File: config.mk
export PLATFORM = sky130hd
export DESIGN_NAME = mem_port_arbiter
export DESIGN_NICKNAME = d
export VERILOG_FILES = /design/src/rtl/mem_port_arbiter.sv
export SDC_FILE = /design/constraint.sdc
export NUM_CORES = 1
export LEC_CHECK = 0
export ABC_AREA = 1
export ABC_CLOCK_PERIOD_IN_PS = 3300
export BUFFER_PORTS_ARGS = -buffer_cell sky130_fd_sc_hd__buf_4
export CAP_MARGIN = 10
export CORE_MARGIN = 2
export CORE_UTILIZATION = 35
export DETAILED_ROUTE_END_ITERATION = 10
export SLEW_MARGIN = 10
export SYNTH_ARGS = -nofsm -noshare
export SYNTH_HDL_FRONTEND = slang
export SYNTH_SLANG_ARGS = --single-unit
export TNS_END_PERCENT = 100
File: constraint.sdc
create_clock -name clk -period 3.3 [get_ports clk]
set_input_delay 0.165 -clock clk [delete_from_list [all_inputs] [get_ports clk]]
set_output_delay 0.165 -clock clk [all_outputs]
set_load 0.02 [all_outputs]
File: src/rtl/mem_port_arbiter.sv
// Arbiter that shares one single-port memory between the fetch and memory stages.
// One access is in flight at a time. The access runs from the issue cycle to the
// ack cycle inclusive, so at least one IDLE cycle separates consecutive accesses.
module mem_port_arbiter #(
    parameter int MEM_LATENCY = 2,
    parameter int DATA_W      = 32
) (
    input  logic              clk,
    input  logic              rst,
    input  logic              if_req,
    input  logic [DATA_W-1:0] if_addr,
    output logic [DATA_W-1:0] if_rdata,
    output logic              if_ack,
    input  logic              d_req,
    input  logic              d_we,
    input  logic [DATA_W-1:0] d_addr,
    input  logic [DATA_W-1:0] d_wdata,
    output logic [DATA_W-1:0] d_rdata,
    output logic              d_ack,
    output logic              mem_en,
    output logic              mem_we,
    output logic [DATA_W-1:0] mem_addr,
    output logic [DATA_W-1:0] mem_wdata,
    input  logic [DATA_W-1:0] mem_rdata,
    output logic              stall_F,
    output logic              stall_M
);

    typedef enum logic [1:0] {IDLE, IF_ACC, D_ACC} state_t;

    localparam logic [2:0] LAT = 3'(MEM_LATENCY);

    state_t     state, state_nxt;
    logic [2:0] cnt;
    logic       last_d;     // 1: data was granted last, 0: fetch was granted last
    logic       if_elig, d_elig;

    // A request is only eligible while its ack is low, so a request still held
    // during its own ack cycle is not granted a second time.
    assign if_elig = if_req & ~if_ack;
    assign d_elig  = d_req & ~d_ack;

    assign stall_F = if_req & ~if_ack;
    assign stall_M = d_req & ~d_ack;

    // Next-state: round-robin grant out of IDLE, leave ACC in the ack cycle
    always_comb begin
        state_nxt = state;
        case (state)
            IDLE: begin
                if (if_elig && d_elig) state_nxt = last_d ? IF_ACC : D_ACC;
                else if (if_elig)      state_nxt = IF_ACC;
                else if (d_elig)       state_nxt = D_ACC;
            end
            IF_ACC:  if (if_ack) state_nxt = IDLE;
            D_ACC:   if (d_ack)  state_nxt = IDLE;
            default: state_nxt = IDLE;
        endcase
    end

    // State register
    always_ff @(posedge clk) begin
        if (rst) state <= IDLE;
        else     state <= state_nxt;
    end

    // Issue command on entry to ACC, count down the latency, then capture data and ack
    always_ff @(posedge clk) begin
        if (rst) begin
            cnt       <= '0;
            last_d    <= 1'b0;
            mem_en    <= 1'b0;
            mem_we    <= 1'b0;
            mem_addr  <= '0;
            mem_wdata <= '0;
            if_ack    <= 1'b0;
            d_ack     <= 1'b0;
            if_rdata  <= '0;
            d_rdata   <= '0;
        end else begin
            mem_en <= 1'b0;
            if_ack <= 1'b0;
            d_ack  <= 1'b0;
            if (state == IDLE && state_nxt == IF_ACC) begin
                mem_en   <= 1'b1;
                mem_we   <= 1'b0;
                mem_addr <= if_addr;
                cnt      <= LAT;
            end else if (state == IDLE && state_nxt == D_ACC) begin
                mem_en    <= 1'b1;
                mem_we    <= d_we;
                mem_addr  <= d_addr;
                mem_wdata <= d_wdata;
                cnt       <= LAT;
            end else if (state != IDLE) begin
                if (cnt != 3'd0) begin
                    cnt <= cnt - 3'd1;
                end else if (!if_ack && !d_ack) begin
                    // mem_rdata is valid this cycle; mem_we still holds the issued op
                    if (state == IF_ACC) begin
                        if_ack   <= 1'b1;
                        if_rdata <= mem_rdata;
                        last_d   <= 1'b0;
                    end else begin
                        d_ack  <= 1'b1;
                        if (!mem_we) d_rdata <= mem_rdata;
                        last_d <= 1'b1;
                    end
                end
            end
        end
    end

endmodule

Yosys cells after proc, flatten, opt, wreduce, memory -nomap -nowiden --
Index checks and enable logic that the tools add are counted.
Word-level totals: register bits 138, input bits 133, output and inout bits 134, word-level logic and storage cells 66
Operators by class: add/sub/neg operators 1, equality and inequality tests 4, mux-type cells 17, bitwise logic cells 11, reductions and logical operators 21
Operators with widths (count):
- two-way mux 32 bit | 2
- two-way mux 2 bit | 10
- inverter 1 bit | 9
- nonzero test 3 bit | 3
- AND reduction 7 bit | 1
- one-hot mux 2 bit (3 select lines) | 1
- AND reduction 2 bit | 3
- AND reduction 6 bit | 1
- OR reduction 6 bit | 1
- AND reduction 5 bit | 1
- equality test 2 x 1 -> 1 bit (second input constant) | 2
- equality test 2 bit (second input constant) | 2
- logical AND 1 bit | 4
- two-way mux 1 bit | 4
- nonzero test 2 bit | 2
- OR reduction 3 bit | 1
- subtractor 3 x 1 -> 3 bit (second input constant) | 1
- AND 1 bit | 2
- zero test 1 bit | 2
- zero test 2 bit | 1
- OR reduction 2 bit | 1

Depth between registers and ports, before layout --
Gate-level depths: netlist (run 1).
depth in word-level cells 10, mapped depth 9, depth with buffers taken out 8

Worst setup path after synthesis (run 1) --
Ideal clock, no wire load.
path type register -> register, start register d_ack, end register mem_addr[10], library setup time 0.058 ns, data arrival time 1.421 ns, data required time 3.242 ns, path slack 1.821 ns, stages on the path, launching flop included 9, buffers on the path 1, period minus slack after synthesis 1.479 ns, path through dfxtp_1 > nor2_2 > nand2_2 > nand3_4 > nand2_2 > nor2_4 > buf_6 > nand2_1 > nand2_1
Between the ends: word-level cells in the longest chain between the ends 9, elaborated cells on any way between the ends 14, those cells by class eq/ne: 2; mux: 6; bitwise: 2; reduce/logical: 4
Ends and longest elaborated chain:
- from (decl) | line 19 | output logic d_ack,
- from (signal assigned) | line 77 | d_ack <= 1'b0;
- from (signal assigned) | line 83 | d_ack <= 1'b0;
- from (signal assigned) | line 105 | d_ack <= 1'b1;
- inverter 1 bit (*)
- AND 1 bit (*)
- net stall_M | line 26 | output logic stall_M
- two-way mux 2 bit | line 53 | else if (d_elig) state_nxt = D_ACC;
- two-way mux 2 bit | line 52 | else if (if_elig) state_nxt = IF_ACC;
- two-way mux 2 bit (*) | line 51 | if (if_elig && d_elig) state_nxt = last_d ? IF_ACC : D_ACC;
- one-hot mux 2 bit (3 select lines) (*) | line 49 | case (state)
- equality test 2 x 1 -> 1 bit or equality test 2 bit (tied branches) | line 84, 89
- logical AND 1 bit, on equally long branches | line 84, 89
- two-way mux 32 bit or nonzero test 2 bit (tied branches)
- to (signal assigned) | line 87 | mem_addr <= if_addr;
- to (signal assigned) | line 92 | mem_addr <= d_addr;
- to (decl) | line 22 | output logic [DATA_W-1:0] mem_addr,
Mark *: on every way through the listed nets, which the timed path passes. The rest lies on a longest branch. A chain may end at the register's enable or synchronous reset.

Final worst setup path (run 1) --
start register cnt[0], end register d_rdata[10]
Between the ends: word-level cells in the longest chain between the ends 3
Ends and longest elaborated chain:
- from (decl) | line 34 | logic [2:0] cnt;
- from (signal assigned) | line 97 | cnt <= cnt - 3'd1;
- nonzero test 3 bit | line 96 | if (cnt != 3'd0) begin
- inverter 1 bit (no line)
- AND reduction 7 bit (no line)
- to (signal assigned) | line 106 | if (!mem_we) d_rdata <= mem_rdata;
- to (decl) | line 18 | output logic [DATA_W-1:0] d_rdata,
Every way passes these cells.

==> run_results.csv, run 1 <==
group,metric,value,unit
outcome,status,"complete, no violations",
critical_path,worstReg2RegStart,"cnt[0]",
placed_design,gp_congestion,0.805,
floorplanning,start_util,0.355,
synth,yosysWarningCount,0,
clock_tree,clock_path_buffers,2,
power_and_ir_drop,pwr-share-comb,0.358,
hold_path,hold_path_class,"in -> reg",
floorplanning,dieWidth,130,um
finish,n_fill_cell,1537,
drt,wl_per_cell,13.1,um
grt,overflow,0,
clock_tree,cts_resized,0,
power_and_ir_drop,p_seq_frac,0.341,
hold_path,hold_start,"d_wdata[5]",
sta,setup_violations,0,
run,drv_cap,0,
sta,maxSlewViolCount,0,
synth,syn_inst,796,
critical_path,critical-path-max-stage-delay,0.55,ns
critical_path,end_kind,"flop",
critical_path,crit_buf_inv,2,
drt,ant_nets,0,
clock_tree,cts_tree,"done",
power_and_ir_drop,powerDensity,732,nW/um2
finish,insertedDiodeCount,0,
power_and_ir_drop,netSwitchingPower,0.00232,W
critical_path,cpMaxStageDelayCell,"nand4_2",
finish,stdcell_area,8910,um2
sta,final.period_utilization,0.654,
grt,grt_pass1_vias,5446,
sta,hold_viol,0,
floorplanning,die-area,17000,um2
sta,fin_crit,2.16,ns
critical_path,critPathLaunchType,"flop",
critical_path,startpoint,"cnt[0]",
sta,timing.hold.ws,0.0176,ns
floorplanning,ios,267,
floorplanning,die_y,130,um
clock_tree,post_cts_buffers,0,
clock_tree,h-tree-depth,4,
critical_path,critPathMaxFanout,24,
synth,synth_cell_type_count,25,
synth,syn_avg_cell_area,7.00,um2
finish,seq_area,2760,um2
power_and_ir_drop,clock_power_share,0.301,
critical_path,worstSetupPathType,"reg -> reg",
clock_tree,cts.clk_slew.worst_paths,0.06,ns
synth,synth_top_area_frac,0.496,
synth,synth_nets,930,
drt,firstDrtPassIters,4,
clock_tree,cts_made_buffers,17,
drt,drc,0,
floorplanning,row_count,46,
power_and_ir_drop,power.share.switching,0.356,
placed_design,place_area,7660,um2
grt,grt_pass1_wl,26600,um
floorplanning,core,15700,um2
grt,grt_start_max_net_pins,65,
finish,nNetsFinal,1240,
power_and_ir_drop,leakage,4.52,nW
placed_design,portBuffers,266,
placed_design,dpl.hpwl,11700,um
synth,yosys.area.top_type,"dfxtp_1",
clock_tree,cts_root_buf,"clkbuf_16",
sta,timing.slew.headroom,0.472,
drt,first_iter_violations,238,
finish,multiInputGateArea,2340,um2
synth,netlist_top_cells_area,"dfxtp_1 (50%), nand2_1 (16%), nor2_1 (13%)",
sta,finClkSkew,0.00510,ns
clock_tree,worstSkewPairLatency,0.42,ns
grt,grt.total_usage,0.200,
finish,drive_above_1_share,0.289,
critical_path,cp_cell_sequence,"nor2_1 -> ha_1 -> inv_1 -> a21oi_2 -> nand4_2 -> buf_4 -> nand2_1 -> nand2_1 -> nor2_1",
critical_path,crit_required,3.65,ns
grt,grt_antenna_before_repair,0,
synth,synth-seq-area-share,0.496,
critical_path,arrival,2.51,ns
sta,rsz0062_at_grt,"no",
synth,ys_ff_latch,138,
sta,tns,0,ns
power_and_ir_drop,intPower,0.00420,W
power_and_ir_drop,peakVddDrop,0.385,mV
finish,area_delta_synth_final,59.8,%
drt,wl,17400,um
synth,synth_area,5570,um2
critical_path,cpLargestDelayFamily,"simple AND/OR/NAND/NOR gates",
sta,max_slew.worst_pin.slew,0.790,ns
clock_tree,clock_sinks,138,
sta,fmax,0.463,GHz
drt,vias_per_cell,4.44,
drt,vias,5917,
==> metrics by stage <==
| stage | total power, W | std cells | util | setup WS (ns) |
|---|---|---|---|---|
| after floorplan | 0.00366 | 796 | - | 1.82 |
| after global placement | 0.00452 | 1239 | 0.487 | 1.19 |
| after detailed placement | 0.00454 | 1239 | 0.487 | 1.13 |
| after CTS | 0.00658 | 1334 | 0.567 | 1.10 |
| after global routing | 0.00692 | 1334 | 0.567 | 0.895 |
| final | 0.00652 | 1334 | 0.567 | 1.14 |
==> routing by layer <==
metal  global-route usage  wire, um
met5                    0         0
met2                0.331      8140
met3               0.0685      1310
met4               0.0923       512
met1                0.233      7460
==> cell usage after synthesis, drive strengths merged <==
master  instances
a21oi           5
ha              1
clkbuf         21
xnor2           1
nand4          33
inv            57
nand3           6
nand2         236
o21ai          69
buf            26
dfxtp         138
nor2          202
a211oi          1
==> layout make-up <==
class,count,area share
well taps,216,0.0303
clock buffers,21,0.0528
flip-flops and latches,138,0.310
clock inverters,10,0.0159
inverters,57,0.0240
multi-input cells,554,0.263
repair buffers,338,0.304
==> cell usage in the layout (no fill, tap or decap), types with 2 or more instances in the layout <==
cell type / synthesis / layout
buf_4: 3 / 273
nand2_1: 231 / 231
nor2_1: 200 / 200
dfxtp_1: 138 / 138
o21ai_0: 69 / 69
dlygate4sd3_1: 0 / 64
inv_1: 50 / 50
nand4_1: 32 / 32
clkbuf_16: 0 / 17
inv_2: 7 / 7
nand2_2: 5 / 5
nand3_1: 4 / 4
a21oi_1: 3 / 3
clkbuf_8: 0 / 3
bufinv_16: 0 / 3
clkinvlp_4: 0 / 2
clkinv_4: 0 / 2
clkinv_2: 0 / 2
==> cell families after synthesis <==
group / count (synthesis) / synth area share
flip-flops: 138 / 0.496
XOR/XNOR: 1 / 0.00157
AND/OR/NAND/NOR: 477 / 0.346
buffers and inverters: 104 / 0.0844
adder cells (fa/ha/maj): 1 / 0.00224
AO/OA/AOI/OAI: 75 / 0.0705
==> timing repair <==
item,4_1_cts,5_1_grt
hold endpoints to repair,74,0
hold buffers,64,0
setup endpoints to repair,0,0
==> worst min-delay path: stages <==
cell and delay (ns):
buf_4 0.07, o21ai_0 0.08, nor2_1 0.08
==> final timing paths <==
path         depth (start not counted)           end  slack, ns
min                                  3  mem_wdata[5]       0.02
min reg2reg                          2   mem_addr[2]       0.45
max                                  9   d_rdata[10]       1.14
max reg2reg                          9   d_rdata[10]       1.14
==> registers in the layout, indices dropped and copies added, names as in the netlist, 2 cells and up <==
signal / cells
cnt: 3
d_rdata: 32
if_rdata: 32
mem_addr: 32
mem_wdata: 32
state: 2
==> power by group through the flow <==
stage | registers [W] | clock network, W | logic (W)
after detailed placement | 0.00225 | 0 | 0.00228
after floorplan | 0.00266 | 0 | 0.000998
after global routing | 0.00227 | 0.00207 | 0.00258
after global placement | 0.00225 | 0 | 0.00228
final | 0.00222 | 0.00197 | 0.00233
after CTS | 0.00222 | 0.00200 | 0.00235
(Power assumes the default switching activity.)
==> run 2: changes to the inputs <==
ABC_CLOCK_PERIOD_IN_PS = 1750   (was 3300)
PLACE_DENSITY = 0.66   (was unset)
clock period = 1.75 ns   (was 3.3 ns; I/O delays follow)
==> run 2 against run 1 <==
Combinational power is 100% higher; non-clock buffer count is 52 higher; setup slack worse by 1.0 ns; wire length is 4.3% higher; final cell count is 4.0% higher; register-to-register slack worse by 1.0 ns.
==> run_results.csv, run 2 (synthesis gave the netlist of run 1 again) <==
group,metric,value,unit
drt,firstDrtPassIters,4,
finish,multiInputGateArea,2340,um2
floorplanning,core,15700,um2
grt,overflow,0,
finish,insertedDiodeCount,0,
finish,final_common_cell,"buf_4",
hold_path,hold_path_class,"in -> reg",
sta,setup_violations,0,
clock_tree,clock_sinks,138,
drt,wl_per_cell,13.1,um
grt,grt_pass1_wl,27500,um
floorplanning,ios,267,
drt,vias_per_cell,4.46,
hold_path,whs_path_depth,5,
sta,layout_setup_ws,0.145,ns
drt,wl,18200,um
clock_tree,h-tree-depth,4,
clock_tree,worstSkewPairLatency,0.42,ns
drt,ant_nets,0,
floorplanning,dieWidth,130,um
sta,maxSlewViolCount,0,
sta,fin_crit,1.61,ns
grt,grt_pass1_vias,5674,
finish,layout_common_cells,"buf_4 (278), nand2_1 (231), nor2_1 (200)",
critical_path,arrival,1.91,ns
drt,first_iter_violations,360,
sta,fmax,0.623,GHz
sta,timing.hold.ws,0.0205,ns
grt,grt.total_usage,0.207,
hold_path,hold-path-endpoint,"mem_addr[17]",
placed_design,gp_congestion,0.782,
placed_design,preCtsSetupSlack,0.161,ns
finish,drive_above_1_share,0.287,
power_and_ir_drop,peakVddDrop,0.613,mV
critical_path,worstReg2RegStart,"cnt[0]",
floorplanning,die_y,130,um
floorplanning,start_util,0.355,
power_and_ir_drop,leakage,4.77,nW
critical_path,crit_required,2.06,ns
drt,drc,0,
clock_tree,cts_root_buf,"clkbuf_16",
outcome,status,"complete, no violations",
sta,rsz0062_at_grt,"no",
drt,vias,6182,
sta,hold_viol,0,
critical_path,worstSetupPathType,"reg -> reg",
sta,tns,0,ns
clock_tree,cts.clk_slew.worst_paths,0.06,ns
grt,grt_antenna_before_repair,0,
clock_tree,cts_made_buffers,17,
placed_design,portBuffers,266,
sta,timing.slew.headroom,0.748,
grt,grt_start_max_net_pins,90,
critical_path,critPathLaunchType,"flop",
finish,seq_area,2760,um2
sta,max_slew.worst_pin.slew,0.378,ns
critical_path,critPathMaxFanout,64,
floorplanning,row_count,46,
hold_path,hold_start,"if_addr[17]",
floorplanning,die-area,17000,um2
clock_tree,post_cts_buffers,0,
sta,finClkSkew,0.00556,ns
critical_path,end_kind,"flop",
critical_path,worstReg2RegEnd,"d_rdata[31]",
critical_path,rrSetupSlack,0.14,ns
sta,final.period_utilization,0.917,
finish,n_fill_cell,1392,
power_and_ir_drop,powerDensity,1340,nW/um2
run,drv_cap,0,
placed_design,dpl.hpwl,11700,um
critical_path,rr_worst_depth,8,
clock_tree,clock_path_buffers,2,
finish,nNetsFinal,1292,
finish,final_core_util,0.604,
finish,area_delta_synth_final,70.3,%
clock_tree,cts_tree,"done",
run 2: layout make-up:
class,count,share of cell area
Tap cell,216,0.0285
Multi-Input combinational cell,554,0.247
Clock buffer,18,0.0463
Clock inverter,14,0.0206
Timing Repair Buffer,390,0.344
Sequential cell,138,0.291
Inverter,57,0.0225
run 2: critical path, stage by stage (launching register included):
cell     delay, ns
dfxtp_1       0.33
nor2_1        0.15
ha_1          0.18
inv_1         0.06
a21oi_2       0.19
nand4_2       0.14
buf_12        0.22
nor2_1        0.15
nor2_1        0.06
run 2: worst max path at each step:
stage,from,slack [ns],cells after the start,end
after floorplan,d_ack,0.27,8,mem_addr[10]
after global routing,cnt[0],0.02,8,if_rdata[5]
after detailed placement,cnt[0],0.16,8,if_rdata[6]
after CTS,cnt[0],0.14,8,if_rdata[6]
final,cnt[0],0.14,8,d_rdata[31]
after global placement,cnt[0],0.23,8,d_rdata[31]
run 2: metal layers:
layer  share of wire  global-route usage  wire length (um)  up-vias
met2            0.48               0.347              8790      227
met4           0.025              0.0917               456        0
met3           0.087              0.0722              1590       37
met5               0                   0                 0        -
met1            0.40               0.238              7330     2722
li1                -                   -                 -     3196
run 2: where the power goes:
part | internal, W | total [W] | leakage, nW | switching, W
clock | 0.00243 | 0.00384 | 0.299 | 0.00141
combinational | 0.00193 | 0.00466 | 3.34 | 0.00274
sequential | 0.00383 | 0.00419 | 1.13 | 0.000358
total | 0.00819 | 0.0127 | 4.77 | 0.00450
run 2: repair_timing:
item | CTS | global route
resized for setup | 0 | 4
setup endpoints to repair | 0 | 10
hold endpoints to repair | 131 | 0
hold buffers | 105 | 0
run 2: stage by stage:
step	instances	power, W	cell area, um2
after floorplan	796	0.00691	5570
after global placement	1250	0.00867	7800
after detailed placement	1250	0.00871	7800
after CTS	1387	0.0128	9490
after global routing	1387	0.0135	9490
final	1387	0.0127	9490
==> run 3: changes to the inputs <==
ABC_CLOCK_PERIOD_IN_PS = 1400   (was 1750)
clock period = 1.4 ns   (was 1.75 ns; I/O delays follow)
==> run 3 against run 2 <==
The flow now finishes with violations (negative setup slack); register-to-register slack got worse by 0.28 ns; maximum frequency increased by 4.4%; cell area increased by 7.7%; setup slack got worse by 0.28 ns; non-clock buffer count increased by 38; clock skew increased by 0.0011 ns; count of clock-buffer cells in the layout increased by 4; die area unchanged; final cell count increased by 2.7%; critical path depth increased by 1.
==> run_results.csv, run 3 (synthesis gave the netlist of run 1 again) <==
group,metric,value,unit
outcome,status,"finished with violations",
outcome,violations,"negative setup slack",
run,drv_cap,0,
floorplanning,die-area,17000,um2
critical_path,cpMaxStageDelayCell,"dfxtp_2",
grt,grt_pass1_vias,6093,
grt,grt_use_met3,0.0775,
drt,first_iter_violations,330,
clock_tree,h-tree-depth,4,
grt,grt.total_usage,0.216,
sta,timing.slew.headroom,0.723,
floorplanning,core,15700,um2
grt,busiest_layer,"met2",
floorplanning,ios,267,
drt,wl_per_cell,14.2,um
placed_design,portBuffers,266,
critical_path,end_kind,"flop",
drt,firstDrtPassIters,4,
clock_tree,cts_root_buf,"clkbuf_16",
drt,ant_nets,0,
grt,grt_antenna_before_repair,0,
sta,setup_violations,97,
clock_tree,cts_tree,"done",
floorplanning,row_count,46,
sta,fmax,0.651,GHz
grt,grt_pass1_wl,28900,um
floorplanning,dieWidth,130,um
critical_path,rr_worst_depth,9,
placed_design,preCtsSetupSlack,-0.134,ns
clock_tree,clock_path_buffers,2,
critical_path,critical-path-max-stage-delay,0.34,ns
critical_path,startpoint,"if_ack",
sta,rsz0062_at_grt,"yes",
power_and_ir_drop,leakage,5.09,nW
sta,finClkSkew,0.00664,ns
placed_design,gp_congestion,0.780,
critical_path,crit_required,1.75,ns
grt,overflow,0,
floorplanning,die_y,130,um
placed_design,place_area,7880,um2
clock_tree,worstSkewPairLatency,0.41,ns
finish,stdcell_area,10200,um2
placed_design,dpl.hpwl,11700,um
clock_tree,cts.clk_slew.worst_paths,0.05,ns
finish,layout_common_cells,"buf_4 (284), nand2_1 (230), nor2_1 (189)",
drt,vias,6527,
drt,vias_per_cell,4.58,
finish,area_delta_synth_final,83.3,%
finish,nNetsFinal,1330,
sta,final.period_utilization,1.10,
drt,drc,0,
power_and_ir_drop,peakVddDrop,1.03,mV
sta,maxSlewViolCount,0,
critical_path,worstSetupPathType,"reg -> reg",
power_and_ir_drop,p_total,0.0169,W
power_and_ir_drop,powerDensity,1650,nW/um2
finish,insertedDiodeCount,0,
sta,max_slew.worst_pin.slew,0.414,ns
critical_path,critPathMaxFanout,15,
critical_path,arrival,1.89,ns
floorplanning,start_util,0.355,
clock_tree,cts_made_buffers,17,
sta,fin_crit,1.54,ns
critical_path,endpoint,"mem_addr[24]",
finish,final_core_util,0.650,
drt,wl,20200,um
hold_path,hold_path_class,"in -> reg",
critical_path,worstReg2RegStart,"if_ack",
sta,layout_setup_ws,-0.137,ns
grt,grtUsageMet1,0.229,
critical_path,rrSetupSlack,-0.14,ns
critical_path,cp_cell_sequence,"inv_4 -> nand3_4 -> nand2_4 -> nand3_4 -> buf_4 -> a21oi_4 -> clkbuf_16 -> nand2_1 -> nand2_1",
sta,hold_viol,0,
finish,final_common_cell,"buf_4",
finish,drive_above_1_share,0.316,
grt,met2_usage,0.384,
clock_tree,clock_sinks,138,
grt,grt_start_max_net_pins,66,
critical_path,critPathLaunchType,"flop",
critical_path,worstReg2RegEnd,"mem_addr[24]",
-- run 3: cell type report --
class / count / area, um2
Tap cell: 216 / 270
Timing Repair Buffer: 428 / 3850
Multi-Input combinational cell: 554 / 2440
Inverter: 57 / 224
Clock buffer: 22 / 474
Sequential cell: 138 / 2770
Clock inverter: 10 / 188
Fill cell: 1309 / 5490
-- run 3: repair_timing --
action                                  CTS  global route
gates cloned                              2             7
resized for setup                        24            33
buffers inserted                          3            14
endpoints found under the hold margin   132             0
pin swaps                                 7            24
endpoints found under the setup margin   97           131
hold buffers                            117             0
-- run 3: critical path: cells and delay by family, from the launching register on --
family	cells	cell delay (ns)
buffers and inverters	3	0.46
and+or+nand+nor	5	0.41
DFF	1	0.34
AOI/OAI and AO/OA	1	0.26
-- run 3: stage by stage --
step / cells / setup TNS (ns) / hold slack, ns
2_1_floorplan: 796 / -0.519 / 0.139
3_3_place_gp: 1251 / -2.52 / 0.302
3_5_place_dp: 1251 / -6.94 / 0.305
4_1_cts: 1405 / -3.75 / 0.00150
5_1_grt: 1425 / -17.35 / 0.0296
6_report: 1425 / -7.07 / 0.0241
-- run 3: layer usage --
layer  share of wire  up-vias
met1            0.39     2946
met3           0.077       51
li1                -     3272
met5               0        -
met2            0.50      258
met4           0.031        0
-- run 3: worst min-delay path by stage --
| stage | start | end | slack [ns] | cells after the start |
|---|---|---|---|---|
| 3_5_place_dp | mem_rdata[14] | d_rdata[14] | 0.31 | 3 |
| 3_3_place_gp | mem_rdata[27] | d_rdata[27] | 0.30 | 3 |
| 4_1_cts | if_addr[17] | mem_addr[17] | 0.002 | 5 |
| 6_report | if_addr[22] | mem_addr[22] | 0.02 | 5 |
| 5_1_grt | if_addr[24] | mem_addr[24] | 0.03 | 5 |
| 2_1_floorplan | rst | state[0] | 0.14 | 1 |
-- run 3: power by group --
part	leakage, nW	switching, W	internal, W
Combinational	3.64	0.00368	0.00293
Clock	0.317	0.00168	0.00331
Sequential	1.13	0.000483	0.00480
